===== src/rtl/seq_addsub_if.sv =====
// seq_addsub_if
//   Handshake and data bundle for the sequential adder/subtractor.
//   master : requester side, drives start/A/B/Op, observes busy/done/results
//   slave  : arithmetic unit side, observes the request, drives the results
// Signals:
//   start  request a new operation (sampled on the rising clock edge)
//   A, B   operands (WIDTH bits), Op 0 = add, 1 = subtract (A - B)
//   busy   operation in progress, done one-cycle result-valid pulse
//   S      sum/difference, C carry (add) / borrow (subtract),
//   V      signed overflow, Z result is zero
interface seq_addsub_if #(
  parameter int WIDTH = 16
);
  logic             start;
  logic [WIDTH-1:0] A;
  logic [WIDTH-1:0] B;
  logic             Op;
  logic             busy;
  logic             done;
  logic [WIDTH-1:0] S;
  logic             C;
  logic             V;
  logic             Z;

  modport master (
    output start, A, B, Op,
    input  busy, done, S, C, V, Z
  );

  modport slave (
    input  start, A, B, Op,
    output busy, done, S, C, V, Z
  );
endinterface


===== src/rtl/seq_addsub.sv =====
// seq_addsub
//   Multi-cycle two's-complement adder/subtractor. Each RUN cycle adds one
//   CHUNK-bit slice of the operands through a registered carry, so the
//   combinational carry chain is only CHUNK bits long. A result is presented
//   with a one-cycle done pulse N = WIDTH/CHUNK cycles after start is accepted.
// Parameters:
//   WIDTH  operand/result width (>= 2)
//   CHUNK  bits per RUN cycle (>= 1, must divide WIDTH)
// Ports:
//   clk    rising-edge clock
//   rst    synchronous active-high reset
//   bus    seq_addsub_if slave: start/A/B/Op in, busy/done/S/C/V/Z out
// Optional build macro:
//   SEQ_ADDSUB_SATURATE_EN  when defined, a signed overflow replaces S with the
//                           signed saturation value (V and C stay raw).
module seq_addsub #(
  parameter int WIDTH = 16,
  parameter int CHUNK = 4
) (
  input  logic         clk,
  input  logic         rst,
  seq_addsub_if.slave  bus
);

  localparam int N  = WIDTH / CHUNK;
  localparam int IW = (N > 1) ? $clog2(N) : 1;

  typedef enum logic [1:0] {
    IDLE = 2'd0,
    RUN  = 2'd1,
    DONE = 2'd2
  } state_t;

  state_t state, state_nxt;

  logic             load;
  logic             step;
  logic             last;

  // Operand copies are shift registers: the active chunk is always the low
  // CHUNK bits, so no wide read mux is needed. b_q already holds B ^ {Op}.
  logic [WIDTH-1:0] a_q;
  logic [WIDTH-1:0] b_q;
  logic             op_q;
  logic             carry_q;
  logic [IW-1:0]    idx_q;
  logic [WIDTH-1:0] s_q;
  logic             c_q;
  logic             v_q;
  logic             z_q;

  logic [31:0]      sh;
  logic [CHUNK-1:0] a_ch;
  logic [CHUNK-1:0] b_ch;
  logic [CHUNK:0]   sum;
  logic [CHUNK-1:0] sum_ch;
  logic             cout;
  logic             cmsb;
  logic             v_raw;
  logic [WIDTH-1:0] chunk_mask;
  logic [WIDTH-1:0] s_merge;
  logic [WIDTH-1:0] s_final;

  // State register.
  always_ff @(posedge clk) begin
    if (rst) begin
      state <= IDLE;
    end else begin
      state <= state_nxt;
    end
  end

  // Next-state logic. DONE accepts a new start just like IDLE so that
  // back-to-back operations cost N+1 cycles each.
  always_comb begin
    state_nxt = state;
    load      = 1'b0;
    step      = 1'b0;
    unique case (state)
      IDLE: begin
        if (bus.start) begin
          load      = 1'b1;
          state_nxt = RUN;
        end
      end
      RUN: begin
        step = 1'b1;
        if (last) begin
          state_nxt = DONE;
        end
      end
      DONE: begin
        if (bus.start) begin
          load      = 1'b1;
          state_nxt = RUN;
        end else begin
          state_nxt = IDLE;
        end
      end
      default: state_nxt = IDLE;
    endcase
  end

  assign last = (idx_q == IW'(N - 1));

  // One chunk of the ripple add, plus the merge of its result into S.
  // The carry into the MSB is recovered from the MSB sum bit itself
  // (s = a ^ b ^ cin), which is only meaningful on the last chunk.
  always_comb begin
    sh         = 32'(idx_q) * 32'(CHUNK);
    a_ch       = a_q[CHUNK-1:0];
    b_ch       = b_q[CHUNK-1:0];
    sum        = {1'b0, a_ch} + {1'b0, b_ch} + {{CHUNK{1'b0}}, carry_q};
    sum_ch     = sum[CHUNK-1:0];
    cout       = sum[CHUNK];
    cmsb       = a_ch[CHUNK-1] ^ b_ch[CHUNK-1] ^ sum_ch[CHUNK-1];
    v_raw      = cmsb ^ cout;
    chunk_mask = WIDTH'({CHUNK{1'b1}}) << sh;
    s_merge    = (s_q & ~chunk_mask) | (WIDTH'(sum_ch) << sh);
    s_final    = s_merge;
`ifdef SEQ_ADDSUB_SATURATE_EN
    // No carry out on overflow means two positives overflowed upward.
    if (v_raw) begin
      s_final = cout ? {1'b1, {(WIDTH-1){1'b0}}} : {1'b0, {(WIDTH-1){1'b1}}};
    end
`endif
  end

  // Datapath registers. Results are not cleared on a new start; they are
  // overwritten chunk by chunk and the flags only on the final RUN edge.
  always_ff @(posedge clk) begin
    if (rst) begin
      a_q     <= '0;
      b_q     <= '0;
      op_q    <= 1'b0;
      carry_q <= 1'b0;
      idx_q   <= '0;
      s_q     <= '0;
      c_q     <= 1'b0;
      v_q     <= 1'b0;
      z_q     <= 1'b0;
    end else if (load) begin
      a_q     <= bus.A;
      b_q     <= bus.B ^ {WIDTH{bus.Op}};
      op_q    <= bus.Op;
      carry_q <= bus.Op;
      idx_q   <= '0;
    end else if (step) begin
      a_q     <= a_q >> CHUNK;
      b_q     <= b_q >> CHUNK;
      carry_q <= cout;
      idx_q   <= idx_q + IW'(1);
      if (last) begin
        s_q <= s_final;
        c_q <= cout ^ op_q;
        v_q <= v_raw;
        z_q <= (s_final == '0);
      end else begin
        s_q <= s_merge;
      end
    end
  end

  assign bus.busy = (state == RUN);
  assign bus.done = (state == DONE);
  assign bus.S    = s_q;
  assign bus.C    = c_q;
  assign bus.V    = v_q;
  assign bus.Z    = z_q;

endmodule


===== src/flat_wrapper.sv =====
// flat-port wrapper written by rule: the top's interface ports become plain ports
module seq_addsub_flat 
#(
  parameter int WIDTH = 16,
  parameter int CHUNK = 4
)
  (clk, rst, bus_start, bus_A, bus_B, bus_Op, bus_busy, bus_done, bus_S, bus_C, bus_V, bus_Z);
  seq_addsub_if #(.WIDTH(WIDTH)) bus_i ();
  input  logic clk;
  input  logic rst;
  input wire logic [$bits(bus_i.start)-1:0] bus_start;
  input wire logic [$bits(bus_i.A)-1:0] bus_A;
  input wire logic [$bits(bus_i.B)-1:0] bus_B;
  input wire logic [$bits(bus_i.Op)-1:0] bus_Op;
  output wire logic [$bits(bus_i.busy)-1:0] bus_busy;
  output wire logic [$bits(bus_i.done)-1:0] bus_done;
  output wire logic [$bits(bus_i.S)-1:0] bus_S;
  output wire logic [$bits(bus_i.C)-1:0] bus_C;
  output wire logic [$bits(bus_i.V)-1:0] bus_V;
  output wire logic [$bits(bus_i.Z)-1:0] bus_Z;
  assign bus_i.start = bus_start;
  assign bus_i.A = bus_A;
  assign bus_i.B = bus_B;
  assign bus_i.Op = bus_Op;
  assign bus_busy = bus_i.busy;
  assign bus_done = bus_i.done;
  assign bus_S = bus_i.S;
  assign bus_C = bus_i.C;
  assign bus_V = bus_i.V;
  assign bus_Z = bus_i.Z;
  seq_addsub #(.WIDTH(WIDTH), .CHUNK(CHUNK)) u_core (.clk(clk), .rst(rst), .bus(bus_i));
endmodule

===== config.mk =====
export PLATFORM = sky130hd
export DESIGN_NAME = seq_addsub_flat
export DESIGN_NICKNAME = d
export VERILOG_FILES = /design/src/rtl/seq_addsub_if.sv /design/src/rtl/seq_addsub.sv /design/src/flat_wrapper.sv
export SDC_FILE = /design/constraint.sdc
export NUM_CORES = 1
export LEC_CHECK = 0
export CORE_UTILIZATION = 52
export CTS_BUF_LIST = sky130_fd_sc_hd__clkbuf_2 sky130_fd_sc_hd__clkbuf_4 sky130_fd_sc_hd__clkbuf_8
export CTS_CLUSTER_SIZE = 25
export DETAILED_ROUTE_END_ITERATION = 7
export PLACE_DENSITY_LB_ADDON = 0.3
export SYNTH_ARGS = -nofsm -noshare
export SYNTH_HDL_FRONTEND = slang
export SYNTH_SLANG_ARGS = --single-unit

===== constraint.sdc =====
create_clock -name clk -period 2.4 [get_ports clk]
set_input_delay 0.24 -clock clk [delete_from_list [all_inputs] [get_ports clk]]
set_output_delay 0.24 -clock clk [all_outputs]
set_load 0.02 [all_outputs]

# After elaboration in Yosys (flattened, before gate mapping)
# Index checks and enable logic that the tools add are counted.
dict set report op_classes {
  addsub 3
  n_eq_ne 5
  shift 2
  n_mux 13
  n_bitwise 9
  reduce_logical 8
}
# cell count
set ops {}
lappend ops {{$mux 16} 4}
lappend ops {{$and 16x16->16} 1}
lappend ops {{$logic_not 16->1} 1}
lappend ops {{$not 16->16} 1}
lappend ops {{$or 16x16->16} 1}
lappend ops {{$shl 4x4->16} 1}
lappend ops {{$shl 4x4->16 const A} 1}
lappend ops {{$xor 16x16->16} 1}
lappend ops {{$mux 1} 6}
lappend ops {{$pmux 2 s3} 1}
lappend ops {{$add 4x4->5} 1}
lappend ops {{$add 5x1->5} 1}
lappend ops {{$eq 2x2->1 const B} 2}
lappend ops {{$mux 2} 2}
lappend ops {{$reduce_and 2->1} 2}
lappend ops {{$reduce_or 2->1} 2}
lappend ops {{$xor 1x1->1} 4}
lappend ops {{$reduce_and 3->1} 1}
lappend ops {{$add 2x1->2 const B} 1}
lappend ops {{$eq 2x1->1 const B} 1}
lappend ops {{$logic_not 2->1} 1}
lappend ops {{$ne 2x1->1 const B} 1}
lappend ops {{$ne 2x2->1 const B} 1}
lappend ops {{$reduce_bool 2->1} 1}
lappend ops {{$not 1->1} 1}
dict set report totals {
  register_bits 57
  input_bits 36
  output_inout_bits 21
}

# Longest topological paths before layout
dict set report depth {
  depth_word 5
  mapped_depth 7
  mapped_depth_nobuf 7
}

# Worst setup path after synthesis
# Ideal clock, no wire load.
dict set report synth_timing {
  kind {register to register}
  from {register u_core.carry_q}
  to {register u_core.z_q, in the netlist u_core.bus.Z}
  t_arrival_ns 1.853
  required_time_ns 2.304
  setup_slack_ns 0.451
  stages_incl_launch_ff 7
  cell_sequence {dfxtp_1 > fa_1 > inv_1 > fa_1 > xnor2_1 > or4_1 > o41ai_2}
}
dict set report synth_via {
  elab_chain_cells 4
}
# element line_no
set synth_lines {}
lappend synth_lines {{start: declaration} seq_addsub.sv:45} ;# logic carry_q;
lappend synth_lines {{start signal: assignment} seq_addsub.sv:146} ;# carry_q <= bus.Op;
lappend synth_lines {{start signal: assignment} seq_addsub.sv:151} ;# carry_q <= cout;
lappend synth_lines {{$add 5x1->5} seq_addsub.sv:113} ;# sum = {1'b0, a_ch} + {1'b0, b_ch} + {{CHUNK{1'b0}}, carry_q};
lappend synth_lines {{$shl 4x4->16} seq_addsub.sv:119} ;# s_merge = (s_q & ~chunk_mask) | (WIDTH'(sum_ch) << sh);
lappend synth_lines {{$or 16x16->16} seq_addsub.sv:119}
lappend synth_lines {{$logic_not 16->1} seq_addsub.sv:157} ;# z_q <= (s_final == '0);
lappend synth_lines {{end signal: assignment} seq_addsub.sv:157}
lappend synth_lines {{end: declaration} seq_addsub.sv:50} ;# logic z_q;
# No other way between the ends.
# A chain may end at the register's enable or synchronous reset.

# Worst setup path after layout
# Same ends and word-level chain as after synthesis.

==> flow_summary_export.csv <==
group,metric,value,unit
placement,dp_slack,0.320,ns
critical_path,required,2.65,ns
clock_network,numClockSinks,57,
floorplan,start_util,54.4,%
global_routing,grt.met2_usage,37.4,%
sta,worst_slew_pin_slew,0.720,ns
clock_network,hold_buffers,0,
layout,syn_to_final_growth,30.5,%
clock_network,ctsHtreeMaxLevel,3,
synth,synth_edf_count,0,
power_and_ir_drop,p_sw,0.604,mW
sta,fin_crit_sh,88.5,%
drt,post_drt_via_cell_ratio,5.30,
hold_path,min_path_type,"in -> reg",
critical_path,endpoint_kind,"flip-flop",
critical_path,r2r_start,"u_core.carry_q$_SDFFE_PP0P_",
layout,drive_above_1_share,8.24,%
run_status,status,"finished clean",
synth,synth_area,2590,um2
power_and_ir_drop,switching_share,26.5,%
power_and_ir_drop,clkPwrFrac,39.1,%
power_and_ir_drop,p_comb_share,15.6,%
global_routing,antenna_found_initial,0,
global_routing,grt_pass1_wl,9.32,mm
critical_path,r2r_end,"u_core.bus.Z$_SDFFE_PP0P_",
hold_path,hp-start,"rst",
power_and_ir_drop,pwr-share-seq,45.3,%
drt,remaining_drc_errors,0,
floorplan,fp.dieW,72.5,um
critical_path,start_kind,"flip-flop",
floorplan,rows,25,
synth,ys_seq_area_share,44.1,%
global_routing,grtUsageTotal,23.5,%
clock_network,cts_buffers,9,
synth,ys.flop_type,"dfxtp_1",
power_and_ir_drop,power_density,675,nW/um2
drt,drtIter0Drc,124,
sta,finalHoldViolations,0,
global_routing,grt_pass1_vias,2107,
clock_network,clk_latency,0.34,ns
synth,syn_nets,340,
placement,dp_cells,403,
power_and_ir_drop,peakVddDrop,0.000543,V
sta,fin_worst_skew,0.00412,ns
sta,tns,0,ns
layout,final_cells,419,
clock_network,cts_root_buffer,"clkbuf_8",
drt,vias,2219,
placement,place_congestion,0.822,
critical_path,r2r_slack,0.28,ns
drt,wirelength,5.49,mm
synth,ys_top_cells_by_count,"dfxtp_1, nor2_1, nand2_1, a22oi_1, a21oi_1",
synth,synth_area_leaders,"dfxtp_1, a22oi_1, nor2_1, nand2_1, a21oi_1",
layout,n_antenna_cell,0,
sta,slew_headroom,52.0,%
drt,ant_nets,0,
floorplan,ios,57,
power_and_ir_drop,leakagePower,1.25,nW
synth,synthDistinctLibCells,39,
sta,finalSetupViolCount,0,
job,maxCapViolCount,0,
global_routing,top_usage_layer,"met2",
sta,layout_setup_ws,0.275,ns
global_routing,grt_max_degree,41,
synth,synth.top_cell.area_share,44.1,%
global_routing,met3_usage,10.6,%
synth,netlist_instances,295,
sta,period_minus_slack,2.12,ns
power_and_ir_drop,p_int,1.68,mW
sta,slew_viol_final,0,
critical_path,worstPathMaxFanout,5,
placement,io_buffers,56,
synth,ys_ff_latch,57,
layout,nNetsFinal,392,
global_routing,grt_overflow,0,
synth,post-synth-top-count-cell,"dfxtp_1",
clock_network,clk_pin_slew,0.06,ns
drt,first_pass_iters,4,
layout,fill_cells,381,
critical_path,worstSetupPathType,"reg -> reg",
placement,hpwl,3.67,mm
floorplan,coreArea,4750,um2
critical_path,critPathArrivalTime,2.37,ns
clock_network,clock_path_buffers,2,
synth,ys.warnings.count,0,
global_routing,grtUsageMet1,28.7,%
floorplan,die-area,5260,um2
floorplan,fp.dieH,72.5,um
hold_path,hold_end,"u_core.bus.S[6]$_SDFFE_PP0P_",
clock_network,ctsResizeCount,0,
clock_network,cts_tree,"yes",
synth,ys_async_sr_fraction,0,%
synth,synth_top_area_cell,"dfxtp_1",
sta,max_freq,471,MHz
sta,worst_hold_slack,0.439,ns
clock_network,cts_setup_buffers,0,
critical_path,r2r_cells,6,
synth,synth.avg_cell_area,8.77,um2
drt,wl_per_cell,13.1,um
sta,rsz0062_at_grt,"no",
hold_path,min_path_cells,2,
worst max-delay path by stage:
stage | start | to | slack (ns) | depth (start not counted)
2_1_floorplan | u_core.carry_q$_SDFFE_PP0P_ | u_core.bus.Z$_SDFFE_PP0P_ | 0.45 | 6
3_3_place_gp | u_core.carry_q$_SDFFE_PP0P_ | u_core.bus.Z$_SDFFE_PP0P_ | 0.36 | 6
3_5_place_dp | u_core.carry_q$_SDFFE_PP0P_ | u_core.bus.Z$_SDFFE_PP0P_ | 0.32 | 6
4_1_cts | u_core.carry_q$_SDFFE_PP0P_ | u_core.bus.Z$_SDFFE_PP0P_ | 0.28 | 6
5_1_grt | u_core.carry_q$_SDFFE_PP0P_ | u_core.bus.Z$_SDFFE_PP0P_ | 0.18 | 6
6_report | u_core.carry_q$_SDFFE_PP0P_ | u_core.bus.Z$_SDFFE_PP0P_ | 0.28 | 6
worst max-delay path, stage by stage (launching register included):
cell     delay [ns]
dfxtp_1        0.35
fa_1           0.20
inv_1          0.06
fa_1           0.40
xnor2_1        0.23
or4_1          0.57
o41ai_2        0.20
power groups by stage:
stage | Clock [mW] | Combinational, mW | Sequential, mW
after floorplan | 0 | 0.225 | 1.05
after global placement | 0 | 0.352 | 1.05
after detailed placement | 0 | 0.355 | 1.05
after CTS | 0.911 | 0.358 | 1.03
after global routing | 0.963 | 0.395 | 1.04
final | 0.890 | 0.356 | 1.03
state kept, by name, indices dropped and copies added (netlist names):
name / cells
u_core.a_q: 16
u_core.b_q: 16
u_core.bus.S: 16
u_core.idx_q: 2
u_core.state: 2
u_core.bus.C: 1
u_core.bus.V: 1
u_core.bus.Z: 1
u_core.carry_q: 1
u_core.op_q: 1
layout by cell type (no fill, tap or decap), drive strengths merged, types with 3 or more instances in the layout:
cell type / count
clkinv: 3
nand2b: 3
nand2: 37
nor2b: 3
clkbuf: 11
or3b: 4
dfxtp: 57
clkdlybuf4s50: 55
a221oi: 4
nor2: 44
xnor2: 7
inv: 8
xor2: 11
a22oi: 32
o21ai: 3
a311oi: 8
ha: 7
nor4: 3
nor3: 6
buf: 5
a21oi: 21
through the flow:
stage	area (um2)	util (%)	power, mW
floorplan	2590	-	1.28
global placement	3180	66.8	1.40
detailed placement	3180	66.8	1.41
CTS	3380	71.0	2.30
global route	3380	71.0	2.40
finish	3380	71.0	2.28
logic make-up (layout without fill, tap and decap cells):
| logic type | after synthesis | in the layout | share of synthesized area (%) |
|---|---|---|---|
| AOI/OAI and AO/OA | 75 | 75 | 20.4 |
| xor gates and xnor gates | 18 | 18 | 6.09 |
| adders and majority gates | 9 | 9 | 4.93 |
| buffers and inverters | 28 | 85 | 4.59 |
| DFF | 57 | 57 | 44.1 |
| and+or+nand+nor | 108 | 108 | 19.9 |
area by class of cell:
type	count	area, um2	area share [%]
Clock buffer	11	145	4.30
Clock inverter	5	55.1	1.63
Inverter	9	38.8	1.15
Multi-Input combinational cell	210	1330	39.3
Sequential cell	57	1140	33.8
Tap cell	67	83.8	2.48
Timing Repair Buffer	60	586	17.3
layer usage:
metal / vias up / routed length (um) / share of wire, %
li1: 1140 / - / -
met5: - / 0 / 0
met2: 56 / 2560 / 47
met4: 0 / 43 / 0.78
met1: 1018 / 2600 / 47
met3: 5 / 286 / 5.2
No activity file was read; power rests on OpenSTA's default activity.
